$ cat src/rtl/pipelined_barrel_shifter.sv
// Pipelined shifter/rotator: one register level per shift-amount bit, valid/ready on both sides.
// Stage i applies a 2^i shift when its shamt bit is set; a single global enable stalls every stage.
module pipelined_barrel_shifter #(
  parameter  int WIDTH       = 8,
  localparam int SHAMT_WIDTH = $clog2(WIDTH)
) (
  input  logic                   clk,
  input  logic                   rst_n,
  input  logic                   in_valid,
  output logic                   in_ready,
  input  logic [WIDTH-1:0]       in_data,
  input  logic [SHAMT_WIDTH-1:0] in_shamt,
  input  logic [2:0]             in_op,
  output logic                   out_valid,
  input  logic                   out_ready,
  output logic [WIDTH-1:0]       out_data,
  output logic                   out_carry,
  output logic                   out_zero
);

  localparam int LATENCY = SHAMT_WIDTH;

  localparam logic [2:0] OP_SLL = 3'b000;
  localparam logic [2:0] OP_SRL = 3'b001;
  localparam logic [2:0] OP_SRA = 3'b010;
  localparam logic [2:0] OP_ROL = 3'b011;
  localparam logic [2:0] OP_ROR = 3'b100;

  function automatic logic [WIDTH-1:0] shift_stage(
    input logic [WIDTH-1:0] d,
    input logic [2:0]       op,
    input logic             sign,
    input int               s
  );
    logic [2*WIDTH-1:0] t;
    logic [WIDTH-1:0]   r;
    t = '0;
    r = d;
    case (op)
      OP_SLL: r = d << s;
      OP_SRL: r = d >> s;
      OP_SRA: begin
        t = {{WIDTH{sign}}, d} >> s;
        r = t[WIDTH-1:0];
      end
      OP_ROL: begin
        t = {d, d} << s;
        r = t[2*WIDTH-1:WIDTH];
      end
      OP_ROR: begin
        t = {d, d} >> s;
        r = t[WIDTH-1:0];
      end
      default: r = d;
    endcase
    return r;
  endfunction

  logic advance;
  assign advance  = !out_valid || out_ready;
  assign in_ready = advance;

  // The carry only depends on the original operand, so it is resolved once at accept.
  logic [SHAMT_WIDTH-1:0] shamt_m1;
  logic [WIDTH-1:0]       sll_probe;
  logic [WIDTH-1:0]       srl_probe;
  logic                   in_carry;

  assign shamt_m1  = in_shamt - SHAMT_WIDTH'(1);
  assign sll_probe = in_data << shamt_m1;
  assign srl_probe = in_data >> shamt_m1;

  always_comb begin
    in_carry = 1'b0;
    if (in_shamt != '0) begin
      case (in_op)
        OP_SLL:         in_carry = sll_probe[WIDTH-1];
        OP_SRL, OP_SRA: in_carry = srl_probe[0];
        default:        in_carry = 1'b0;
      endcase
    end
  end

  genvar gi;
  generate
    for (gi = 0; gi < LATENCY; gi++) begin : g_stage
      logic                     valid_reg;
      logic                     carry_reg;
      logic [WIDTH-1:0]         data_reg;

      logic                     stage_valid;
      logic                     stage_carry;
      logic                     stage_sign;
      logic [WIDTH-1:0]         stage_data;
      logic [2:0]               stage_op;
      // Each stage only carries the shamt bits not yet consumed; bit 0 is its own.
      logic [SHAMT_WIDTH-gi-1:0] stage_shamt;
      logic [WIDTH-1:0]         shifted;

      if (gi == 0) begin : g_src
        assign stage_valid = in_valid;
        assign stage_carry = in_carry;
        assign stage_sign  = in_data[WIDTH-1];
        assign stage_data  = in_data;
        assign stage_op    = in_op;
        assign stage_shamt = in_shamt;
      end else begin : g_src
        assign stage_valid = g_stage[gi-1].valid_reg;
        assign stage_carry = g_stage[gi-1].carry_reg;
        assign stage_sign  = g_stage[gi-1].g_ctrl.sign_reg;
        assign stage_data  = g_stage[gi-1].data_reg;
        assign stage_op    = g_stage[gi-1].g_ctrl.op_reg;
        assign stage_shamt = g_stage[gi-1].g_ctrl.shamt_reg;
      end

      assign shifted = stage_shamt[0] ? shift_stage(stage_data, stage_op, stage_sign, 1 << gi)
                                      : stage_data;

      always_ff @(posedge clk or negedge rst_n) begin
        if (!rst_n) begin
          valid_reg <= 1'b0;
          carry_reg <= 1'b0;
          data_reg  <= '0;
        end else if (advance) begin
          valid_reg <= stage_valid;
          carry_reg <= stage_carry;
          data_reg  <= shifted;
        end
      end

      if (gi < LATENCY-1) begin : g_ctrl
        logic [2:0]                op_reg;
        logic                      sign_reg;
        logic [SHAMT_WIDTH-gi-2:0] shamt_reg;

        always_ff @(posedge clk or negedge rst_n) begin
          if (!rst_n) begin
            op_reg    <= '0;
            sign_reg  <= 1'b0;
            shamt_reg <= '0;
          end else if (advance) begin
            op_reg    <= stage_op;
            sign_reg  <= stage_sign;
            shamt_reg <= stage_shamt[SHAMT_WIDTH-gi-1:1];
          end
        end
      end
    end
  endgenerate

  assign out_valid = g_stage[LATENCY-1].valid_reg;
  assign out_data  = g_stage[LATENCY-1].data_reg;
  assign out_carry = g_stage[LATENCY-1].carry_reg;
  assign out_zero  = (out_data == '0);

endmodule

$ cat config.mk
export PLATFORM = sky130hd
export DESIGN_NAME = pipelined_barrel_shifter
export DESIGN_NICKNAME = d
export VERILOG_FILES = /design/src/rtl/pipelined_barrel_shifter.sv
export SDC_FILE = /design/constraint.sdc
export NUM_CORES = 1
export LEC_CHECK = 0
export CAP_MARGIN = 20
export CORE_UTILIZATION = 60
export DETAILED_ROUTE_END_ITERATION = 6
export GPL_TIMING_DRIVEN = 0
export PLACE_DENSITY = 0.83
export SYNTH_ARGS = -nofsm -noshare
export SYNTH_HDL_FRONTEND = slang
export SYNTH_SLANG_ARGS = --single-unit
export TNS_END_PERCENT = 30
$ cat constraint.sdc
create_clock -name clk -period 4.1 [get_ports clk]
set_clock_uncertainty 0.05 [all_clocks]
set_input_delay 0.82 -clock clk [delete_from_list [all_inputs] [get_ports clk]]
set_output_delay 0.82 -clock clk [all_outputs]
set_load 0.005 [all_outputs]
* Word level (Yosys, flattened, before mapping)
Cells that the tools add are included.
Widths: inputs -> output; s select.
** Storage, ports and cells
- Bits in registers :: 41
- Bits of input ports :: 18
- Output and inout port bits :: 12
- Logic and storage cells :: 47
** Cells by class
- Add/sub/neg operators :: 1
- Eq/ne operators :: 12
- Shift operators :: 2
- Multiplexer cells :: 8
- Reductions and logical operators :: 9
** Operators with widths (count)
- $pmux 8 s5 :: 2
- $pmux 8 s4 :: 1
- $mux 8 :: 3
- $eq 3x2->1 const B :: 6
- $eq 3x1->1 const B :: 3
- $eq 3x3->1 const B :: 3
- $logic_not 3->1 :: 3
- $logic_not 8->1 :: 1
- $shl 8x3->8 :: 1
- $shr 8x3->1 :: 1
- $reduce_or 2->1 :: 2
- $reduce_bool 3->1 :: 1
- $sub 3x1->3 const B :: 1
- $pmux 1 s2 :: 1
- $logic_not 1->1 :: 1
- $logic_or 1x1->1 :: 1
- $mux 1 :: 1

* Depth between registers and ports, before layout
Gate-level depths: netlist of the first run.
- Depth in word-level cells :: 4
- Mapped depth :: 8
- Depth with buffers taken out :: 7

* Worst setup path after synthesis of the first run
No wires, ideal clock.
- Kind :: input port to flip-flop
- Start point :: input port in_shamt[0]
- End point :: register g_stage[0].carry_reg
- Setup time :: 124 ps
- Data arrival time :: 2224 ps
- Data required time :: 3926 ps
- Slack :: 1702 ps
- Cell stages on the path :: 7
- Cell sequence :: buf_6 -> inv_1 -> ha_1 -> mux4_2 -> mux2i_1 -> nor3_1 -> a211o_1
** Between the ends
- Cells in the longest elaborated chain, start to end :: 4
- Elaborated cells on any way between the ends :: 6
** RTL lines
- start: declaration :: line 12 : input logic [SHAMT_WIDTH-1:0] in_shamt,
- $sub 3x1->3 :: line 69 : assign shamt_m1 = in_shamt - SHAMT_WIDTH'(1);
- $shr 8x3->1 / $shl 8x3->8 (equally long branches) :: line 71, 70
- $pmux 1 s2 :: line 76 : case (in_op)
- $mux 1 (*) :: line 75 : if (in_shamt != '0) begin
- end signal: assignment :: line 126 : carry_reg <= stage_carry;
- end: declaration :: line 88 : logic carry_reg;
Every way passes the cells marked *; elsewhere a longest branch is shown, timed or not.
A chain may end at the register's enable or synchronous reset.

* Worst setup path in the final report of the first run
- Start point :: input port out_ready
- End point :: output port in_ready
** Between the ends
- Cells in the longest elaborated chain, start to end :: 1
** RTL lines
- start: declaration :: line 15 : input logic out_ready,
- $logic_or 1x1->1 :: line 60 : assign advance = !out_valid || out_ready;
- end: declaration :: line 10 : output logic in_ready,
No other way between the ends.

==> results.md, run 1 <==
- CP arrival: 2770 ps
- Dpl ws: 497 ps
- Slew @ Worst Pin: 876 ps
- Final count of pins violating max slew: 0
- CORE AREA: 4030 um^2
- Total Routing Usage GR: 30.7%
- CP max FO: 10
- Ys Warns: 0
- Endpoint class of the critical path: primary output
- Post-Syn Area: 2520 um^2
- P_int: 1.12 mW
- Static leakage: 1.24 nW
- Fill count: 329
- Clk pwr share: 18.3%
- FF+latch count, synth: 41
- # diodes: 0
- PnR worst setup slack: 463 ps
- DR vias/cell: 6.27
- Vias in the first global route: 2102
- Post-route DRC: 0
- Register area: 1030 um^2
- Ys flop type: dfrtp_1
- Synth-to-layout area growth: 16.8%
- TritonCTS Sinks: 41
- Syn avg cell area: 8.68 um^2
- Unique masters post-synth: 42
- CTS resizes: 0
- Die ar.: 4470 um^2
- Num CTS Buffers: 5
- Drt initial violations: 164
- Hold Crit Class: reg2reg
- CTS tree: built
- Share of total power consumed by net switching: 37.5%
- First-pass GRT wire length: 9840 um
- Final setup fails: 0
- Initial antenna violation count: 0
- Max reg flops: 16
- Largest net degree at the start of global routing: 42
- Reg clk slew, reported paths: 70 ps
- FP Rows: 23
- Postcts setup bufs: 0
- Post-layout min period: 3640 ps
- Finished Layout Cells: 374
- Startpoint Class: primary input
- Ports: 30
- Commonest non-fill, non-tap cell in the layout: nand2_1
- Status: finished clean
- Sequential-to-total area share from yosys stat: 40.6%
- CP required: 3230 ps
- Crit path kind: in2out
- Final antenna-violating net count: 0
- Port Buf Inserts: 25
- PD cells: 610 nW/um^2
- Pre-antenna DRT Iters: 4
- Max_cap viols: 0
- Setup TNS: 0 ps
- Final Wtd Congestion: 0.922
- Fmax: 0.275 GHz
- Multi-input logic area: 1370 um^2
- Comb power frac: 42.7%
- RSZ-0062 raised after global routing: false
- Share of cells above drive strength 1: 9.88%
- Final-report hold violation count: 0
- Cts hold-fix bufs: 0
- Nets: 343
- Inst Count DP: 366
- Via count: 2344
- Post-synth ARST share: 100%
- Sequential power share: 39.0%
- Final worst path period share: 88.7%
- R2R Path Start: out_valid
- Most frequent cells in the layout: nand2_1 (60), dfrtp_1 (41), clkdlybuf4s50_1 (24)
- Worst Setup SP: out_ready
- Post-synth EDFFs: 0
- Hold path startpoint: g_stage[1].valid_reg
- WL/cell: 16.5 um
- Root buf cell: clkbuf_8
- Clock Latency Late Sink: 290 ps
- Peak VDD IR: 0.304 mV
- # H-tree levels: 2
- Die Ht: 66.9 um
- Clk buf depth: 2
- Post-DP HPWL: 4460 um
- Post-Syn Nets: 311
- Slew Limit Headroom: 41.6%
- Starting Density: 62.7%
- Cell count after synthesis: 291
- P_sw: 0.674 mW
- Die Span X: 66.9 um
- Final hold slack: 420 ps
- Total wire length: 6180 um
- Gr ovfl total: 0
## cell type report
cell class,count,area share [%]
Tap cell,50,2.12
Inverter,5,0.636
Sequential cell,41,34.8
Clock buffer,7,2.93
Timing Repair Buffer,25,8.32
Buffer,24,3.61
Clock inverter,1,1.02
Multi-Input combinational cell,221,46.6
## critical path, cell delays in order
cell             delay (ps)
clkdlybuf4s50_1         410
nor2b_1                 380
clkinv_1                340
clkbuf_1                310
clkdlybuf4s50_1         510
## metrics by stage
step,util [%],instance area (um^2),total power [mW]
after floorplan,-,2520,1.18
after global placement,70.4,2840,1.43
after detailed placement,70.3,2830,1.46
after CTS,73.2,2950,1.80
after global routing,73.2,2950,1.92
final,73.2,2950,1.80
## per-layer routing
metal	global-route usage [%]	wire [um]
met5	0	0
met4	17.3	216
met3	6.85	391
met2	50.5	3090
met1	36.8	2480
## power by group through the flow
stage / clock [mW] / sequential, mW / combinational (mW)
global route: 0.356 / 0.719 / 0.848
finish: 0.329 / 0.702 / 0.767
detailed placement: 0 / 0.706 / 0.755
floorplan: 0 / 0.661 / 0.517
CTS: 0.338 / 0.698 / 0.762
global placement: 0 / 0.698 / 0.735
## cell families (layout without fill, tap and decap cells)
group                    Yosys count  count (layout)  synth area share (%)
buffers and inverters             29              62                  4.96
XOR/XNOR                           2               2                 0.694
multiplexers                      14              14                  7.73
AND/OR/NAND/NOR                  115             115                  21.3
adder cells (fa/ha/maj)            5               5                  2.18
AO/OA/AOI/OAI                     85              85                  22.5
flip-flops                        41              41                  40.6
## Yosys cell counts (2+ instances only)
cell type  number  area (um^2)
a211o_1         3         26.3
a211oi_1        6         45.0
a21bo_2         4         40.0
a21oi_1        15         75.1
a222oi_1        2         20.0
a22o_1          7         61.3
a31oi_1         6         37.5
buf_1           2         7.51
buf_2           7         35.0
clkbuf_1       14         52.6
dfrtp_1        41         1030
ha_1            2         25.0
inv_1           4         15.0
maj3_1          3         30.0
mux2_1          2         22.5
mux2_2          2         22.5
mux2i_1         6         60.1
mux4_2          4         90.1
nand2_1        60          225
nand2b_1        2         12.5
nand3b_1        3         22.5
nand4b_1        7         61.3
nor2_1         19         71.3
nor2b_1         8         50.1
nor3_1          7         35.0
o2111a_1        2         22.5
o21ai_0        23          115
o21ai_1         4         20.0
o221ai_1        6         52.6
o22ai_1         2         12.5
o31ai_1         2         15.0
or2_2           4         25.0
or4_1           2         15.0
xnor2_1         2         17.5
## worst paths after layout
path	to	slack, ps	cells past startpoint
min	g_stage[1].valid_reg	420	2
max in group asynchronous	g_stage[0].g_ctrl.shamt_reg[1]	2860	1
max reg2reg	g_stage[1].data_reg[3]	2170	5
max	in_ready	460	5
min in group asynchronous	out_data[3]	590	1
min reg2reg	g_stage[1].valid_reg	420	2
No activity file was read; power rests on OpenSTA's default activity.
==> run 2: changes to the inputs <==
--- a/config.mk
+++ b/config.mk
@@ -6,10 +6,12 @@
 export NUM_CORES = 1
 export LEC_CHECK = 0
 export CAP_MARGIN = 20
+export CORE_MARGIN = 8
 export CORE_UTILIZATION = 60
 export DETAILED_ROUTE_END_ITERATION = 6
 export GPL_TIMING_DRIVEN = 0
 export PLACE_DENSITY = 0.83
+export REMOVE_ABC_BUFFERS = 1
 export SYNTH_ARGS = -nofsm -noshare
 export SYNTH_HDL_FRONTEND = slang
 export SYNTH_SLANG_ARGS = --single-unit
==> run 2 against run 1 <==
Effect of this change: critical path depth stayed put; clock power shrank 24%; power is 6.7% lower; cell area shrank 2.2%; via count fell by 6.4%; largest cell class unchanged.
==> results.md, run 2 (synthesized netlist as in run 1, its figures left out) <==
- Drt initial violations: 159
- Final-report hold violation count: 0
- Synth-to-layout area growth: 14.3%
- Fmax: 0.263 GHz
- Initial antenna violation count: 0
- FP Rows: 23
- # H-tree levels: 2
- Gr ovfl total: 0
- Final antenna-violating net count: 0
- Placed cell areas: 2800 um^2
- GR Util met3: 3.20%
- Peak VDD IR: 0.242 mV
- Final hold slack: 409 ps
- Die ar.: 6540 um^2
- Clock Latency Late Sink: 290 ps
- Comb power frac: 39.6%
- Via count: 2194
- Design area: 2890 um^2
- Most frequent cells in the layout: nand2_1 (60), dfrtp_1 (41), clkdlybuf4s50_1 (28)
- CORE AREA: 4030 um^2
- Post-layout min period: 3800 ps
- DR vias/cell: 6.18
- Final count of pins violating max slew: 0
- Post-DP HPWL: 4030 um
- Inst Count DP: 347
- WHS Path Cells: 2
- R2R depth: 5
- GR peak layer: met2
- Share of total power consumed by net switching: 38.1%
- Pre-antenna DRT Iters: 4
- WL/cell: 15.7 um
- CP max FO: 35
- PD cells: 581 nW/um^2
- Max_cap viols: 0
- First-pass GRT wire length: 9500 um
- Hold Crit Class: reg2reg
- Commonest non-fill, non-tap cell in the layout: nand2_1
- Root buf cell: clkbuf_8
- Final worst path period share: 92.7%
- Num CTS Buffers: 5
- Share of cells above drive strength 1: 8.85%
- Clk pwr share: 15.0%
- Max reg flops: 16
- Final Wtd Congestion: 0.888
- Endpoint class of the critical path: primary output
- Post-Route Utilization: 71.6%
- Die Ht: 80.9 um
- Die Span X: 80.9 um
- Clk buf depth: 2
- P_int: 1.04 mW
- Postcts setup bufs: 0
- Slew @ Worst Pin: 927 ps
- # diodes: 0
- Status: finished clean
- Static leakage: 1.21 nW
- Final setup fails: 0
- CTS tree: built
- Fill count: 346
- Met1 Usage GRT: 23.1%
- Vias in the first global route: 2026
- P_sw: 0.639 mW
- Slew Limit Headroom: 37.7%
- Dpl ws: -124 ps
- Post-route DRC: 0
- RSZ-0062 raised after global routing: false
- Startpoint Class: primary input
- Ports: 30
- Met2 usage: 29.4%
- Largest net degree at the start of global routing: 42
- Reg clk slew, reported paths: 70 ps
- Sequential power share: 45.4%
- Total Routing Usage GR: 18.1%
- Cts hold-fix bufs: 0
- PnR worst setup slack: 299 ps
- Crit path kind: in2out
- Finished Layout Cells: 355
- Starting Density: 62.7%
- CP required: 3230 ps
- Nets: 324
- Port Buf Inserts: 29
- CP arrival: 2930 ps
- TritonCTS Sinks: 41
- Total wire length: 5570 um
## run 2: cell types whose count changed in the layout (fill, tap and decap cells not counted), sizes merged
cell / previous run / this run
clkbuf: 21 / 6
buf: 11 / 2
clkdlybuf4s50: 24 / 28
clkinv: 1 / 3
bufinv: 1 / 0
## run 2: layout make-up
cell class	count	area [um^2]	area share, %
Timing Repair Buffer	30	313	10.8
Multi-Input combinational cell	221	1380	47.9
Tap cell	50	62.6	2.17
Clock buffer	6	72.6	2.52
Sequential cell	41	1030	35.6
Inverter	5	20.0	0.694
Clock inverter	2	10.0	0.347
## run 2: final timing paths
kind | startpoint | to | slack [ps]
max reg2reg | out_valid | g_stage[0].data_reg[0] | 2060
max in group asynchronous | rst_n | g_stage[0].data_reg[1] | 2860
max | out_ready | in_ready | 300
min in group asynchronous | rst_n | out_data[5] | 590
min reg2reg | g_stage[1].valid_reg | g_stage[1].valid_reg | 410
min | g_stage[1].valid_reg | g_stage[1].valid_reg | 410
## run 2: metrics by stage
stage          TNS (ps)  total power [mW]
2_1_floorplan     -4890              1.14
3_3_place_gp     -59270              1.39
3_5_place_dp       -124              1.43
4_1_cts               0              1.68
5_1_grt               0              1.81
6_report              0              1.68
## run 2: critical path, stage by stage
cell and delay (ps):
clkdlybuf4s50_1 440, nor2b_4 440, buf_16 240, clkinv_2 390, clkdlybuf4s50_1 590
## run 2: power groups by stage
| stage | combinational [mW] | clock (mW) | sequential (mW) |
|---|---|---|---|
| floorplan | 0.437 | 0 | 0.707 |
| global placement | 0.635 | 0 | 0.756 |
| detailed placement | 0.668 | 0 | 0.765 |
| CTS | 0.670 | 0.256 | 0.757 |
| global route | 0.745 | 0.273 | 0.789 |
| finish | 0.665 | 0.251 | 0.762 |
## run 2: timing repair
action / 4_1_cts / 5_1_grt
hold endpoints to repair: 0 / 0
gates resized for setup: 1 / 0
setup endpoints to repair: 1 / 0
## run 2: layer usage
| metal | vias up | part of all wire [%] |
|---|---|---|
| met3 | 11 | 4.4 |
| met4 | 0 | 2.6 |
| li1 | 1074 | - |
| met2 | 61 | 48 |
| met1 | 1048 | 45 |
| met5 | - | 0 |
==> run 3: changes to the inputs <==
--- a/config.mk
+++ b/config.mk
@@ -10,7 +10,7 @@
 export CORE_UTILIZATION = 60
 export DETAILED_ROUTE_END_ITERATION = 6
 export GPL_TIMING_DRIVEN = 0
-export PLACE_DENSITY = 0.83
+export PLACE_DENSITY = 0.85
 export REMOVE_ABC_BUFFERS = 1
 export SYNTH_ARGS = -nofsm -noshare
 export SYNTH_HDL_FRONTEND = slang
==> run 3 against run 2 <==
Effect of this change: wire length rose by 1.7%; cell count fell by 0.28%; first-iteration DRC count rose by 1.3%; register-to-register slack improved by 20 ps; combinational power rose by 1%; clock power rose by 24%; worst hold slack improved by 4.2 ps; setup slack improved by 37 ps; die area did not move; power rose by 3.4%; sequential share of layout area fell by 0.26 points; critical endpoint unchanged; largest power group unchanged.
==> results.md, run 3 (synthesized netlist as in run 1, its figures left out) <==
- Sequential power share: 43.4%
- WL/cell: 16.0 um
- Reg clk slew, reported paths: 70 ps
- Post-layout min period: 3760 ps
- Root buf cell: clkbuf_8
- CTS tree: built
- RSZ-0062 raised after global routing: false
- Clk pwr share: 17.9%
- Total Routing Usage GR: 18.3%
- Drt initial violations: 161
- # diodes: 0
- Comb power frac: 38.8%
- Die Span X: 80.9 um
- Final count of pins violating max slew: 0
- Ports: 30
- Vias in the first global route: 2092
- R2R Path Start: out_valid
- Die Ht: 80.9 um
- Commonest non-fill, non-tap cell in the layout: nand2_1
- First-pass GRT wire length: 9640 um
- P_int: 1.10 mW
- Nets: 324
- Final-report hold violation count: 0
- Share of total power consumed by net switching: 36.7%
- Slew Limit Headroom: 35.7%
- Static leakage: 1.22 nW
- Endpoint class of the critical path: primary output
- PD cells: 597 nW/um^2
- Fill count: 328
- Clk buf depth: 2
- Starting Density: 62.7%
- WHS Path Cells: 2
- # H-tree levels: 2
- Final setup fails: 0
- FP Rows: 23
- Num CTS Buffers: 5
- CP arrival: 2890 ps
- Hold path startpoint: g_stage[1].valid_reg
- Clock Latency Late Sink: 290 ps
- Largest net degree at the start of global routing: 42
- CP required: 3230 ps
- Final Wtd Congestion: 0.892
- R2r setup slk: 2080 ps
- CP cell instances: clkdlybuf4s50_1, nor2b_4, clkinv_2, clkdlybuf4s50_1
- Max reg flops: 16
- Fmax: 0.266 GHz
- CP max stage delay: 600 ps
- Postcts setup bufs: 0
- Cell mode on critical path: clkdlybuf4s50_1
- DR vias/cell: 6.22
- Initial antenna violation count: 0
- Final Power: 1.73 mW
- Setup TNS: 0 ps
- Share of cells above drive strength 1: 8.88%
- Startpoint Class: primary input
- Worst Hold End: g_stage[1].valid_reg
- Status: finished clean
- Synth-to-layout area growth: 15.1%
- CORE AREA: 4030 um^2
- R2R depth: 4
- Die ar.: 6540 um^2
- CP max FO: 35
- Via count: 2203
- Slew @ Worst Pin: 958 ps
- Crit path kind: in2out
- Register area: 1030 um^2
- Port Buf Inserts: 29
- Hold Crit Class: reg2reg
- Peak VDD IR: 0.244 mV
- End of the worst register-to-register path: g_stage[0].data_reg[0]
- P_sw: 0.637 mW
- Final antenna-violating net count: 0
- Final worst path period share: 91.8%
- Multi-input logic area: 1380 um^2
- Post-DP HPWL: 4020 um
- Pre-antenna DRT Iters: 5
- CP max-delay cell: clkdlybuf4s50_1
- Gr ovfl total: 0
- Most frequent cells in the layout: nand2_1 (60), dfrtp_1 (41), clkdlybuf4s50_1 (28)
- Post-route DRC: 0
- TritonCTS Sinks: 41
- Max_cap viols: 0
- Total wire length: 5660 um
-- run 3: final cells by class --
cell class,count,area share (%)
multi-input cells,221,47.5
well taps,50,2.15
clock inverters,2,1.21
repair buffers,30,10.8
clock buffers,5,2.37
inverters,5,0.689
flip-flops and latches,41,35.3
-- run 3: routing by layer --
metal / vias up / track usage (%) / wire, um
met3: 12 / 3.42 / 347
met4: 0 / 8.21 / 93
met5: - / 0 / 0
met2: 75 / 31.9 / 2850
li1: 1071 / - / -
met1: 1045 / 21.4 / 2370
-- run 3: through the flow --
step	instances	area, um^2	utilization [%]	hold slack (ps)	setup WS (ps)
6_report	354	2910	72.1	413	336
5_1_grt	354	2910	72.1	440	150
3_5_place_dp	347	2800	69.5	401	-125
4_1_cts	354	2910	72.1	422	324
3_3_place_gp	346	2770	68.8	393	-2970
2_1_floorplan	267	2420	-	380	-497
-- run 3: worst max path at each step --
stage	from	to	cells past startpoint
4_1_cts	out_ready	in_ready	4
3_5_place_dp	out_ready	in_ready	4
5_1_grt	out_ready	in_ready	4
3_3_place_gp	out_ready	in_ready	4
6_report	out_ready	in_ready	4
2_1_floorplan	out_ready	in_ready	2
-- run 3: power groups by stage --
stage	sequential [mW]	combinational, mW	clock (mW)
6_report	0.752	0.672	0.310
5_1_grt	0.780	0.749	0.339
4_1_cts	0.750	0.676	0.319
3_5_place_dp	0.756	0.674	0
3_3_place_gp	0.749	0.641	0
2_1_floorplan	0.707	0.437	0
-- run 3: worst max-delay path, delay by kind of cell --
kind	cells	cell delay (ps)
buffers and inverters	3	1590
and+or+nand+nor	1	470
-- run 3: what timing repair did --
item	in CTS	in global routing
gates resized for setup	1	0
hold buffers	0	0
setup endpoints to repair	1	0
endpoints found under the hold margin	0	0
